[src/rtl/ece429_fetch.sv]
// Instruction fetch stage: holds the PC, issues one word read at a time over a
// request/grant/response handshake, and presents insn_out/pc_out to decode.
module ece429_fetch #(
  parameter logic [0:31] RESET_PC = 32'h8002_0000,
  parameter int unsigned PC_INCR  = 4
) (
  input  logic        clock,
  input  logic        reset,
  input  logic        stall,
  input  logic        redirect_valid,
  input  logic [0:31] redirect_pc,
  output logic        mem_req,
  output logic [0:31] mem_addr,
  input  logic        mem_gnt,
  input  logic        mem_rvalid,
  input  logic [0:31] mem_rdata,
  output logic [0:31] insn_out,
  output logic [0:31] pc_out,
  output logic        insn_valid,
  output logic [1:0]  dbg_state
);

  // Handshakes: a request is taken when mem_req and mem_gnt are both high at a
  // rising edge; exactly one response (mem_rvalid) follows per taken request.
  // Decode takes the presented instruction at an edge where insn_valid=1 and
  // stall=0. dbg_state encoding: 0=REQ, 1=WAIT, 2=OUT.
  typedef enum logic [1:0] {
    ST_REQ  = 2'd0,
    ST_WAIT = 2'd1,
    ST_OUT  = 2'd2
  } state_t;

  state_t      state_q;
  logic [0:31] pc_q;
  logic [0:31] insn_q;
  logic [0:31] pc_out_q;
  logic        valid_q;
  logic        discard_q;

  logic [0:31] pc_next;
  logic [0:31] redirect_tgt;

  assign pc_next      = pc_q + 32'(PC_INCR);
  assign redirect_tgt = redirect_pc & 32'hFFFF_FFFC;

  always_ff @(posedge clock) begin
    if (reset) begin
      state_q   <= ST_REQ;
      pc_q      <= RESET_PC;
      discard_q <= 1'b0;
      valid_q   <= 1'b0;
      insn_q    <= '0;
      pc_out_q  <= '0;
    end else if (redirect_valid) begin
      pc_q    <= redirect_tgt;
      valid_q <= 1'b0;
      // A request already granted must still be drained; mark its data stale.
      case (state_q)
        ST_REQ: begin
          if (mem_gnt) begin
            discard_q <= 1'b1;
            state_q   <= ST_WAIT;
          end
        end
        ST_WAIT: begin
          if (mem_rvalid) begin
            discard_q <= 1'b0;
            state_q   <= ST_REQ;
          end else begin
            discard_q <= 1'b1;
          end
        end
        ST_OUT:  state_q <= ST_REQ;
        default: state_q <= ST_REQ;
      endcase
    end else begin
      case (state_q)
        ST_REQ: begin
          if (mem_gnt) state_q <= ST_WAIT;
        end
        ST_WAIT: begin
          if (mem_rvalid) begin
            if (discard_q) begin
              discard_q <= 1'b0;
              state_q   <= ST_REQ;
            end else begin
              insn_q   <= mem_rdata;
              pc_out_q <= pc_q;
              valid_q  <= 1'b1;
              pc_q     <= pc_next;
              state_q  <= ST_OUT;
            end
          end
        end
        ST_OUT: begin
          if (!stall) begin
            valid_q <= 1'b0;
            state_q <= ST_REQ;
          end
        end
        default: state_q <= ST_REQ;
      endcase
    end
  end

  assign mem_req    = (state_q == ST_REQ) && !reset;
  assign mem_addr   = pc_q;
  assign insn_out   = insn_q;
  assign pc_out     = pc_out_q;
  assign insn_valid = valid_q;
  assign dbg_state  = state_q;

endmodule

[config.mk]
export PLATFORM = sky130hd
export DESIGN_NAME = ece429_fetch
export DESIGN_NICKNAME = d
export VERILOG_FILES = /design/src/rtl/ece429_fetch.sv
export SDC_FILE = /design/constraint.sdc
export NUM_CORES = 1
export LEC_CHECK = 0
export ABC_AREA = 1
export CAP_MARGIN = 20
export CORE_MARGIN = 4
export CORE_UTILIZATION = 40
export DETAILED_ROUTE_END_ITERATION = 12
export PLACE_DENSITY = 0.86
export SKIP_LAST_GASP = 1
export SYNTH_ARGS = -nofsm -noshare
export SYNTH_HDL_FRONTEND = slang
export SYNTH_SLANG_ARGS = --single-unit
[constraint.sdc]
create_clock -name clock -period 1.3 [get_ports clock]
set_input_delay 0.13 -clock clock [delete_from_list [all_inputs] [get_ports clock]]
set_output_delay 0.13 -clock clock [all_outputs]
set_load 0.05 [all_outputs]
Word-level counts from Yosys, hierarchy flattened. Cells that the tools add are included.

$add $sub $neg: 1. Equal/unequal tests: 8. Mux-type cells: 22. Bitwise gates (word level): 2. Reductions and logical operators: 14.

Operators by type and width (number): 32-bit two-way mux (4); 32-bit by 3-bit adder with 32-bit output (second input constant) (1); 2-bit two-way mux (6); 4-bit AND reduction (3); 1-bit two-way mux (8); 2-bit != test (second input constant) (4); 2-bit nonzero test (4); 3-bit != test (second input constant) (2); 2-bit one-hot mux with 3 select lines (1); 3-bit AND reduction (2); 1-bit one-hot mux with 2 select lines (2); 2-bit one-hot mux with 2 select lines (1); 2-bit by 1-bit equality test with 1-bit output (second input constant) (1); 2-bit equality test (second input constant) (1); 2-bit zero test (1); 1-bit NOT (2); 2-bit AND reduction (1); 2-bit OR reduction (1); 1-bit logical AND (1); 1-bit zero test (1).

Bits in registers: 100. Output and inout bits: 100. Logic and storage cells: 54.

Logic depth before layout (Yosys ltp). Gate-level depths: netlist of run 1.

Depth after elaboration: 5. Mapped depth: 11. Depth with buffers taken out: 11.

Worst setup path after synthesis of run 1. OpenSTA, ideal clock, no wires.

Path type: reg2reg. Start: register pc_q (netlist bit mem_addr[28]). End: register pc_q (netlist bit mem_addr[9]). Library setup time: 0.132 ns. Arrival time: 1.723 ns. Slack: -0.555 ns. Cell stages (with the launch flop): 11. Buffers on the path: 0. Clock period less this slack: 1.855 ns. Cells stage by stage: dfxtp_1 > ha_1 > nand2_1 > nor2_1 > nand2_1 > inv_1 > nand2_1 > nor2_1 > nand3_1 > nand3_1 > a21oi_1.

Word-level cells in the longest chain between the ends: 5.

Ends and longest elaborated chain: from (decl) (line 34) `logic [0:31] pc_q;`; from (signal assigned) (line 55) `pc_q <= redirect_tgt;`; from (signal assigned) (line 90) `pc_q <= pc_next;`; 32-bit by 3-bit adder with 32-bit output (line 43) `assign pc_next = pc_q + 32'(PC_INCR);`; 32-bit two-way mux (line 83) `if (discard_q) begin`; 32-bit two-way mux (line 82) `if (mem_rvalid) begin`; 32-bit two-way mux (line 77) `case (state_q)`; 32-bit two-way mux (line 54) `end else if (redirect_valid) begin`.

No other way between the ends. The select of a mux whose other input is x is not followed. A chain may end at the register's enable or synchronous reset.

Worst setup path after layout of run 1.
Start: register pc_q (netlist bit mem_addr[16]). End: register pc_q (netlist bit mem_addr[10]).

Same word-level chain as after synthesis.

==> impl_results.md, run 1 <==
- Final #Nets: 1,017
- FFs w/ async S/R, synth: 0%
- WS Path Type: reg2reg
- Layout cell share with drive strength beyond 1: 49.2%
- CTS H-tree lvls: 3
- CTS tree: built
- Crit-path max FO: 3
- Placer congestion estimate: 1.01
- Number of max-slew violations in the final report: 0
- Fmax: 455 MHz
- Clock sink count: 96
- GRT overflow: 0
- Slew headroom: 64.4%
- Initial DRC Count: 1,306
- Post-synth EDFFs: 0
- Crit end category: register
- Arr. time, crit path: 2410 ps
- Drt pass-1 iters: 8
- Setup crit start kind: register
- Avg WL per Cell: 27.8 µm
- Die Y-Extent: 114 µm
- Number of diodes: 0
- PD cells: 898 nW/µm²
- Inst Count DP: 1,027
- Vias post-DR: 7,029
- Hold-fix buffers, CTS: 0
- Top_reg_cell synth: dfxtp_1
- DPL Wire Length: 13.0 mm
- Fillers: 345
- Final number of setup-violating endpoints: 97
- Top Ports: 170
- Clock slew at reported path FFs: 80 ps
- First-pass GRT wire length: 31.3 mm
- DIE AREA: 13,100 µm²
- Final hold vios: 0
- Violated checks: negative setup slack
- Slew @ Worst Pin: 531 ps
- Post-route minimum period: 2200 ps
- Synth-to-Final Area Change: 117%
- Hold slack: 415 ps
- CTS buffer count: 9
- Synth Instances: 672
- Clk_lat worst skew: 370 ps
- # DRC: 0
- Peak VDD IR: 600 µV
- Routed WL: 30.3 mm
- Synth warnings: 0
- RSZ-0062 raised after global routing: yes
- DP Area: 7990 µm²
- Hold Crit Class: in2reg
- Root Buffer: clkbuf_16
- Post-layout util: 89.7%
- Tot GR Track Use: 30.6%
- Starting Density: 41.3%
- Outcome: complete, but fails checks
- Pwr Total: 8.80 mW
- # port buffers: 163
- CP required: 1510 ps
- Largest net degree at the start of global routing: 38
- # rows: 38
- CORE AREA: 10,900 µm²
- Cell Area, Synth: 4520 µm²
- Vias in the first global route: 5,907
- Maxcap violations: 0
- Layout Skew: 11.1 ps
- Syn_area_per_cell: 6.72 µm²
- Post-route antenna net violation count: 0
- Post-synthesis register bit count: 96
- Vias/cell: 6.45
- Seq/Total Area, Yosys: 42.6%
- P_leak: 3.94 nW
- Clk buf depth: 2
- Final WS setup: -898 ps
- Tcrit/Tclk final: 169%
- Die Wd: 114 µm
- Design area: 9800 µm²
- Yosys cell types: 37
- Antenna violations before repair: 1
- Post-Layout Cell Count: 1,090
==> where the power goes <==
group	internal, mW	total [mW]	switching (mW)	leakage [nW]
combinational	1.19	2.66	1.47	2.99
clock	1.60	2.85	1.25	0.148
sequential	3.07	3.29	0.220	0.801
==> cells by family after synthesis <==
kind of cell / count (synthesis) / synth area share, %
buf+inv: 73 / 7.84
compound gates: 125 / 15.2
other cells: 1 / 0.0830
fa+ha+maj: 1 / 0.277
simple gates: 374 / 33.7
flops: 96 / 42.6
xor+xnor: 2 / 0.388
==> area by class of cell <==
cell class	count	area, µm²	area share [%]
repair buffers	293	3900	39.8
inverters	37	169	1.72
well taps	140	175	1.79
flip-flops and latches	96	2020	20.6
multi-input cells	508	3220	32.9
clock inverters	3	41.3	0.421
repair inverters	1	16.3	0.166
clock buffers	12	258	2.63
==> metrics by stage <==
stage	setup WS, ps	TNS [ps]
finish	-898	-23710
floorplan	-199	-13490
detailed placement	-391	-25250
global route	-939	-26800
global placement	-276	-21030
CTS	-128	-7300
==> sequential cells by signal (all words and copies together), names as in the netlist <==
signal and count:
dbg_state 2, discard_q 1, insn_valid 1, pc_out 30
insn_out 32, mem_addr 30
==> layer usage <==
layer | track usage [%] | part of all wire (%) | vias up
met1 | 35.6 | 32 | 3203
met3 | 6.50 | 13 | 313
li1 | - | - | 2727
met5 | 0 | 0.14 | -
met4 | 17.1 | 11 | 4
met2 | 52.0 | 44 | 782
==> Yosys cell counts (2+ instances only) <==
cell type | n | share of area [%]
clkbuf_1 | 18 | 1.5
nand4_1 | 3 | 0.42
nor3_1 | 11 | 1.2
nor2_1 | 183 | 15
o21ai_0 | 71 | 7.9
a211oi_2 | 3 | 0.83
dfxtp_1 | 96 | 43
inv_1 | 33 | 2.7
inv_2 | 3 | 0.25
xor2_1 | 2 | 0.39
nand2_2 | 2 | 0.28
nand2_1 | 128 | 11
nand3b_1 | 2 | 0.33
o211ai_1 | 3 | 0.50
nand3_1 | 39 | 4.3
buf_2 | 3 | 0.33
buf_6 | 6 | 1.5
a31oi_1 | 5 | 0.69
a21oi_1 | 35 | 3.9
buf_4 | 8 | 1.3
nand2_4 | 2 | 0.50
==> path summary, 6_finish.rpt <==
path,start,endpoint,slack (ps),cells after the start
max,mem_addr[16],mem_addr[10],-900,9
min,redirect_pc[26],mem_addr[26],420,3
max reg2reg,mem_addr[16],mem_addr[10],-900,9
min reg2reg,mem_addr[7],mem_addr[7],530,2
==> worst max-delay path, cell delays in order (launching register included) <==
cell and delay, ps:
dfxtp_4 390, nand2_4 110, nor2_4 240, inv_1 240, nor2_1 220, nand3_2 140
o21ai_1 290, nand3_1 130, nand2_1 110, inv_1 160
==> timing repair <==
item | 4_1_cts | 5_1_grt
pin swaps | 28 | 74
resized for setup | 76 | 259
setup endpoints to repair | 92 | 93
cloned | 3 | 8
buffers inserted | 14 | 27
==> cells in the final DEF (no fill, tap or decap), types with 11 or more instances in the layout <==
cell type,instances
dfxtp_1,65
nand2_2,17
o21ai_2,31
nand3_1,29
a21oi_2,11
dfxtp_4,24
nand2_4,20
inv_1,27
nor2_4,41
buf_6,22
o21ai_0,14
nand2_1,94
nor2_2,32
o21ai_1,21
nor2_1,111
clkbuf_16,14
buf_4,88
buf_12,103
a21oi_1,24
clkdlybuf4s50_1,67
Note: power is estimated with default switching activity, not from simulation.
==> inputs of run 2 (changes only) <==
--- a/config.mk
+++ b/config.mk
@@ -6,11 +6,13 @@
 export NUM_CORES = 1
 export LEC_CHECK = 0
 export ABC_AREA = 1
+export ABC_CLOCK_PERIOD_IN_PS = 1300
 export CAP_MARGIN = 20
 export CORE_MARGIN = 4
 export CORE_UTILIZATION = 40
 export DETAILED_ROUTE_END_ITERATION = 12
-export PLACE_DENSITY = 0.86
+export MAX_ROUTING_LAYER = met4
+export PLACE_DENSITY_LB_ADDON = 0.3
 export SKIP_LAST_GASP = 1
 export SYNTH_ARGS = -nofsm -noshare
 export SYNTH_HDL_FRONTEND = slang
==> run 2 against run 1 <==
The run still ends with negative setup slack left. Combinational power is 11% lower. Wire length shrank 32%. Sequential power shrank 1%. Register-to-register slack improved by 660 ps. Cell area decreased by 4.7%. Non-clock buffer count fell by 19. Setup slack better by 660 ps. Fmax grew 43%. Core utilization fell by 4.2 points. Via count decreased by 16%. Critical path type unchanged. Critical endpoint is now insn_out[13]. Largest power group unchanged.
==> impl_results.md, run 2 (synthesized netlist as in run 1, its figures left out) <==
- Comb pwr share: 28.3% (-1.9 points)
- Arr. time, crit path: 1820 ps (-590 ps)
- # DRC: 0 (unchanged)
- Worst setup startpoint: dbg_state[1]
- Slack of the worst reg-to-reg path: -240 ps (+660 ps)
- Sequential group share of total power: 38.6% (+1.2 points)
- # rows: 38 (unchanged)
- CP delay by family, top: simple AND/OR/NAND/NOR gates
- Outcome: complete, but fails checks
- Fmax: 650 MHz (+43%)
- P_int: 5.71 mW (-2.5%)
- Clock network fraction of total power: 33.1% (+0.7 points)
- Worst path max stage delay: 360 ps (-30 ps)
- Antenna violations before repair: 0 (-1)
- Vias/cell: 5.52 (-14%)
- R2R cell count: 9 (unchanged)
- Drt pass-1 iters: 5 (-3)
- WS Path Type: reg2reg
- Clock slew at reported path FFs: 70 ps (about the same)
- Tcrit/Tclk final: 118% (-51 points)
- Post-layout util: 85.5% (-4.2 points)
- Vias post-DR: 5,899 (-16%)
- Setup crit start kind: register
- Number of max-slew violations in the final report: 0 (unchanged)
- Die Y-Extent: 114 µm (unchanged)
- CTS buffer count: 9 (unchanged)
- Layout Skew: 9.63 ps (-1.50 ps)
- FF-to-FF Start: dbg_state[1]
- Avg WL per Cell: 19.4 µm (-30%)
- Max reg flops: 32 (unchanged)
- Final WS setup: -239 ps (+659 ps)
- RSZ-0062 raised after global routing: yes
- Worst path slowest cell: dfxtp_4
- CTS tree: built
- Number of diodes: 0 (unchanged)
- Crit-path max FO: 8 (+5)
- Hold Crit Class: in2reg
- Hold slack: 315 ps (-101 ps)
- Tot GR Track Use: 28.6% (-2.0 points)
- Largest net degree at the start of global routing: 38 (unchanged)
- Layout cell share with drive strength beyond 1: 44.3% (-4.8 points)
- # port buffers: 163 (unchanged)
- Worst slack, placed: -381 ps (+10.0 ps)
- Starting Density: 41.3% (unchanged)
- Root Buffer: clkbuf_16
- CP required: 1580 ps (+70 ps)
- Final #Nets: 995 (-2.2%)
- Vias in the first global route: 5,549 (-6.1%)
- Clock sink count: 96 (unchanged)
- Die Wd: 114 µm (unchanged)
- Worst Setup EP: insn_out[13]
- Placer congestion estimate: 0.911 (-10%)
- Synth-to-Final Area Change: 107%
- Buf+Inv Stages, Crit Path: 4 (+2)
- P_leak: 3.72 nW (-5.4%)
- Psw: 2.71 mW (-8.2%)
- CTS H-tree lvls: 3 (unchanged)
- Routed WL: 20.7 mm (-32%)
- Sw Ratio: 32.1% (-1.3 points)
- DPL Wire Length: 13.0 mm (-0.39%)
- Maxcap violations: 0 (unchanged)
- PD cells: 901 nW/µm² (+0.31%)
- Pwr Total: 8.42 mW (-4.4%)
- Clk buf depth: 2 (unchanged)
- Post-route antenna net violation count: 0 (unchanged)
- First-pass GRT wire length: 28.7 mm (-8.3%)
- Fillers: 583 (+69%)
- Hold-fix buffers, CTS: 0 (unchanged)
- CORE AREA: 10,900 µm² (unchanged)
- GRT overflow: 0 (unchanged)
- Top Ports: 170 (unchanged)
- Final number of setup-violating endpoints: 95 (-2.1%)
- Worst-path cell chain: inv_4 -> nand2_4 -> nor3_4 -> nand2_4 -> clkinv_8 -> buf_8 -> buf_12 -> nor2_4 -> nor2_1
- Post-route minimum period: 1540 ps (-659 ps)
- Most used cell, CP: nand2_4
- Initial DRC Count: 450 (-66%)
- Final hold vios: 0 (unchanged)
- Violated checks: negative setup slack
- DIE AREA: 13,100 µm² (unchanged)
- CP Depth: 9 (unchanged)
- Crit end category: register
- Terminus of the critical flop-to-flop path: insn_out[13]
- Highest-count cells in the layout ignoring fill and taps: nor2_1, nand2_1, buf_12
- Peak VDD IR: 1010 µV (+68%)
- Clk_lat worst skew: 360 ps (about the same)
-- run 2: changes by cell type in the layout (fill, tap and decap cells not counted), sizes merged --
cell	change
nand2	-2
clkdlybuf4s50	-2
buf	-17
dlygate4sd2	+2
clkbuf	-5
clkinv	-1
inv	+4
-- run 2: layout make-up --
class	instances	area, µm²	share of cell area (%)
Timing Repair Buffer	274	3690	39.5
Multi-Input combinational cell	506	3000	32.1
Sequential cell	96	2010	21.5
Clock buffer	9	225	2.41
Tap cell	140	175	1.87
Inverter	37	164	1.75
Clock inverter	7	76.3	0.817
-- run 2: power by group through the flow --
| stage | Sequential (mW) | Combinational (mW) | Clock, mW |
|---|---|---|---|
| floorplan | 3.73 | 0.500 | 0 |
| global placement | 3.28 | 2.07 | 0 |
| detailed placement | 3.29 | 2.10 | 0 |
| CTS | 3.22 | 2.23 | 2.74 |
| global route | 3.26 | 2.49 | 2.94 |
| finish | 3.25 | 2.38 | 2.78 |
-- run 2: per-layer routing --
layer,wire [µm],GRT usage (%),vias up
li1,-,-,2687
met1,7890,33.0,2775
met2,10300,48.7,342
met3,1450,5.29,95
met4,1060,12.0,0
met5,0,-,-
-- run 2: stage by stage --
step	TNS [ps]	cells	instance area [µm²]
after detailed placement	-23320	1026	7980
after floorplan	-13490	675	4720
after global routing	-16680	1069	9350
final	-10930	1069	9350
after CTS	-6310	1061	8830
after global placement	-18800	1026	7980
-- run 2: how the worst min path moves through the flow --
| stage | from | to | slack, ps | depth (start not counted) |
|---|---|---|---|---|
| 6_report | reset | dbg_state[0] | 310 | 3 |
| 5_1_grt | reset | dbg_state[0] | 330 | 3 |
| 4_1_cts | reset | dbg_state[0] | 310 | 3 |
| 3_5_place_dp | insn_valid | insn_valid | 510 | 2 |
| 3_3_place_gp | insn_valid | insn_valid | 500 | 2 |
| 2_1_floorplan | redirect_pc[28] | mem_addr[28] | 280 | 2 |
-- run 2: worst min-delay path, stage by stage --
cell           delay, ps
dlygate4sd2_1        270
buf_4                180
a21oi_1               40
-- run 2: repair_timing --
item	in CTS	in global routing
buffers inserted	16	11
endpoints found under the setup margin	86	91
pin swaps	30	70
resized for setup	94	152
cloned	5	2
==> inputs of run 3 (changes only) <==
--- a/config.mk
+++ b/config.mk
@@ -13,6 +13,7 @@
 export DETAILED_ROUTE_END_ITERATION = 12
 export MAX_ROUTING_LAYER = met4
 export PLACE_DENSITY_LB_ADDON = 0.3
+export SETUP_SLACK_MARGIN = 0.15
 export SKIP_LAST_GASP = 1
 export SYNTH_ARGS = -nofsm -noshare
 export SYNTH_HDL_FRONTEND = slang
==> run 3 against run 2 <==
The flow still finishes with violations (negative setup slack). Wire length shrank 11%. Global-route usage shrank 1.6 points. Sequential power hardly changed. Non-clock buffer count is 2 higher. Clock skew hardly changed. Register-to-register slack gained 80 ps. Critical path type unchanged. Critical endpoint is now mem_addr[20]. Largest power group unchanged.
==> impl_results.md, run 3 (synthesized netlist as in run 1, its figures left out) <==
- Tcrit/Tclk final: 112% (-6.2 points)
- CP required: 1530 ps (-50 ps)
- WS Path Type: reg2reg
- Clock slew at reported path FFs: 70 ps (about the same)
- Routed WL: 18.4 mm (-11%)
- Layout cell share with drive strength beyond 1: 36.6% (-7.7 points)
- CTS tree: built
- Initial DRC Count: 372 (-17%)
- Most common cell after layout, fill and taps aside: nor2_1
- Vias post-DR: 5,673 (-3.8%)
- Clock sink count: 96 (unchanged)
- Hold slack: 372 ps (+57.6 ps)
- Largest net degree at the start of global routing: 37 (-2.6%)
- # DRC: 0 (unchanged)
- P_leak: 3.54 nW (-4.9%)
- Avg WL per Cell: 17.2 µm (-12%)
- R2R cell count: 8 (-1)
- DIE AREA: 13,100 µm² (unchanged)
- Post-layout util: 81.2% (-4.2 points)
- # port buffers: 163 (unchanged)
- Antenna violations before repair: 0 (unchanged)
- Root Buffer: clkbuf_16
- CP delay by family, top: simple AND/OR/NAND/NOR gates
- Starting Density: 41.3% (unchanged)
- Post-route minimum period: 1460 ps (-80.1 ps)
- Tot GR Track Use: 27.0% (-1.6 points)
- Placer congestion estimate: 0.917 (+0.63%)
- CTS H-tree lvls: 3 (unchanged)
- Clk buf depth: 2 (unchanged)
- Worst path slowest cell: dfxtp_4
- Arr. time, crit path: 1690 ps (-130 ps)
- Hold-fix buffers, CTS: 0 (unchanged)
- Number of diodes: 0 (unchanged)
- Worst-path cell chain: buf_6 -> buf_6 -> buf_6 -> nand3_4 -> nor4_2 -> nand2_1 -> o211ai_1 -> nor2_1
- Synth-to-Final Area Change: 96.7%
- Maxcap violations: 0 (unchanged)
- Crit end category: register
- First-pass GRT wire length: 27.4 mm (-4.8%)
- GRT overflow: 0 (unchanged)
- Highest-count cells in the layout ignoring fill and taps: nor2_1, nand2_1, buf_12
- Final #Nets: 997 (+0.20%)
- Drt pass-1 iters: 6 (+1)
- Met3 usage: 4.60% (-0.69 points)
- # rows: 38 (unchanged)
- Violated checks: negative setup slack
- Vias/cell: 5.30 (-4.0%)
- Top Ports: 170 (unchanged)
- Setup TNS: -6090 ps (+4830 ps)
- Fmax: 686 MHz (+5.5%)
- Die Wd: 114 µm (unchanged)
- Vias in the first global route: 5,605 (+1.0%)
- Peak VDD IR: 647 µV (-36%)
- PD cells: 900 nW/µm² (-0.11%)
- Most used routing layer: met2
- Hold Crit Class: in2reg
- Most used cell, CP: buf_6
- Layout Skew: 9.43 ps (-0.203 ps)
- Outcome: complete, but fails checks
- Setup crit start kind: register
- WHS Endpoint: mem_addr[23]
- RSZ-0062 raised after global routing: yes
- Buf+Inv Stages, Crit Path: 3 (-1)
- FF-to-FF Start: mem_addr[29]
- Die Y-Extent: 114 µm (unchanged)
- Terminus of the critical flop-to-flop path: mem_addr[20]
- Hold path startpoint: reset
- DPL Wire Length: 13.1 mm (+1.3%)
- Hold Path Cell Cnt: 3 (unchanged)
- CTS buffer count: 9 (unchanged)
- Max reg flops: 32 (unchanged)
- Worst path max stage delay: 360 ps (about the same)
- Clk_lat worst skew: 340 ps (-20 ps)
- Final WS setup: -158 ps (+80.1 ps)
- GRT met1 Usage: 31.0% (-2.1 points)
- Final number of setup-violating endpoints: 84 (-12%)
- Post-route antenna net violation count: 0 (unchanged)
- Final hold vios: 0 (unchanged)
- Slack of the worst reg-to-reg path: -160 ps (+80 ps)
- Number of max-slew violations in the final report: 0 (unchanged)
- Crit-path max FO: 3 (-5)
- CORE AREA: 10,900 µm² (unchanged)
- Fillers: 697 (+20%)
- Met2 Resource Use GR: 45.9% (-2.8 points)
==> run 3: worst max path at each step <==
| stage | to | slack, ps | cells past startpoint | start |
|---|---|---|---|---|
| 2_1_floorplan | pc_out[13] | -200 | 8 | dbg_state[1] |
| 3_3_place_gp | insn_out[10] | -290 | 7 | mem_rvalid |
| 3_5_place_dp | mem_addr[16] | -380 | 9 | mem_rvalid |
| 4_1_cts | mem_addr[9] | -110 | 9 | mem_addr[28] |
| 5_1_grt | mem_addr[15] | -250 | 9 | mem_addr[28] |
| 6_report | mem_addr[20] | -160 | 8 | mem_addr[29] |
==> run 3: tightest hold or removal path, delay by kind of cell <==
kind	cells	cell delay [ps]
buffers and inverters	2	490
AOI/OAI and AO/OA	1	50
==> run 3: routing by layer <==
metal	up-vias	wire length, µm
li1	2678	-
met1	2628	7140
met2	298	9200
met3	69	1300
met4	0	722
met5	-	0
==> run 3: timing repair <==
action                                  4_1_cts  5_1_grt
endpoints found under the setup margin       96      105
gates resized for setup                      61       74
setup buffers                                10       12
gates cloned                                  1        1
pin swaps                                    21       26
==> run 3: stage by stage <==
step / setup slack (ps) / instances / instance area [µm²] / power, mW
2_1_floorplan: -199 / 675 / 4730 / 4.23
3_3_place_gp: -294 / 1031 / 8000 / 5.34
3_5_place_dp: -379 / 1031 / 8000 / 5.38
4_1_cts: -106 / 1058 / 8530 / 7.90
5_1_grt: -247 / 1071 / 8880 / 8.26
6_report: -158 / 1071 / 8880 / 7.99
==> run 3: layout make-up <==
type                            instances  area [µm²]  area share (%)
Timing Repair Buffer                  276        3630            40.9
Multi-Input combinational cell        506        2630            29.6
Sequential cell                        96        2010            22.7
Clock buffer                           12         246            2.78
Tap cell                              140         175            1.97
Inverter                               37         164            1.85
Clock inverter                          4        26.3           0.296
==> run 3: where the power goes <==
part	internal (mW)	switching [mW]
registers	3.07	0.155
clock network	1.36	1.13
logic	1.09	1.19
total	5.52	2.47
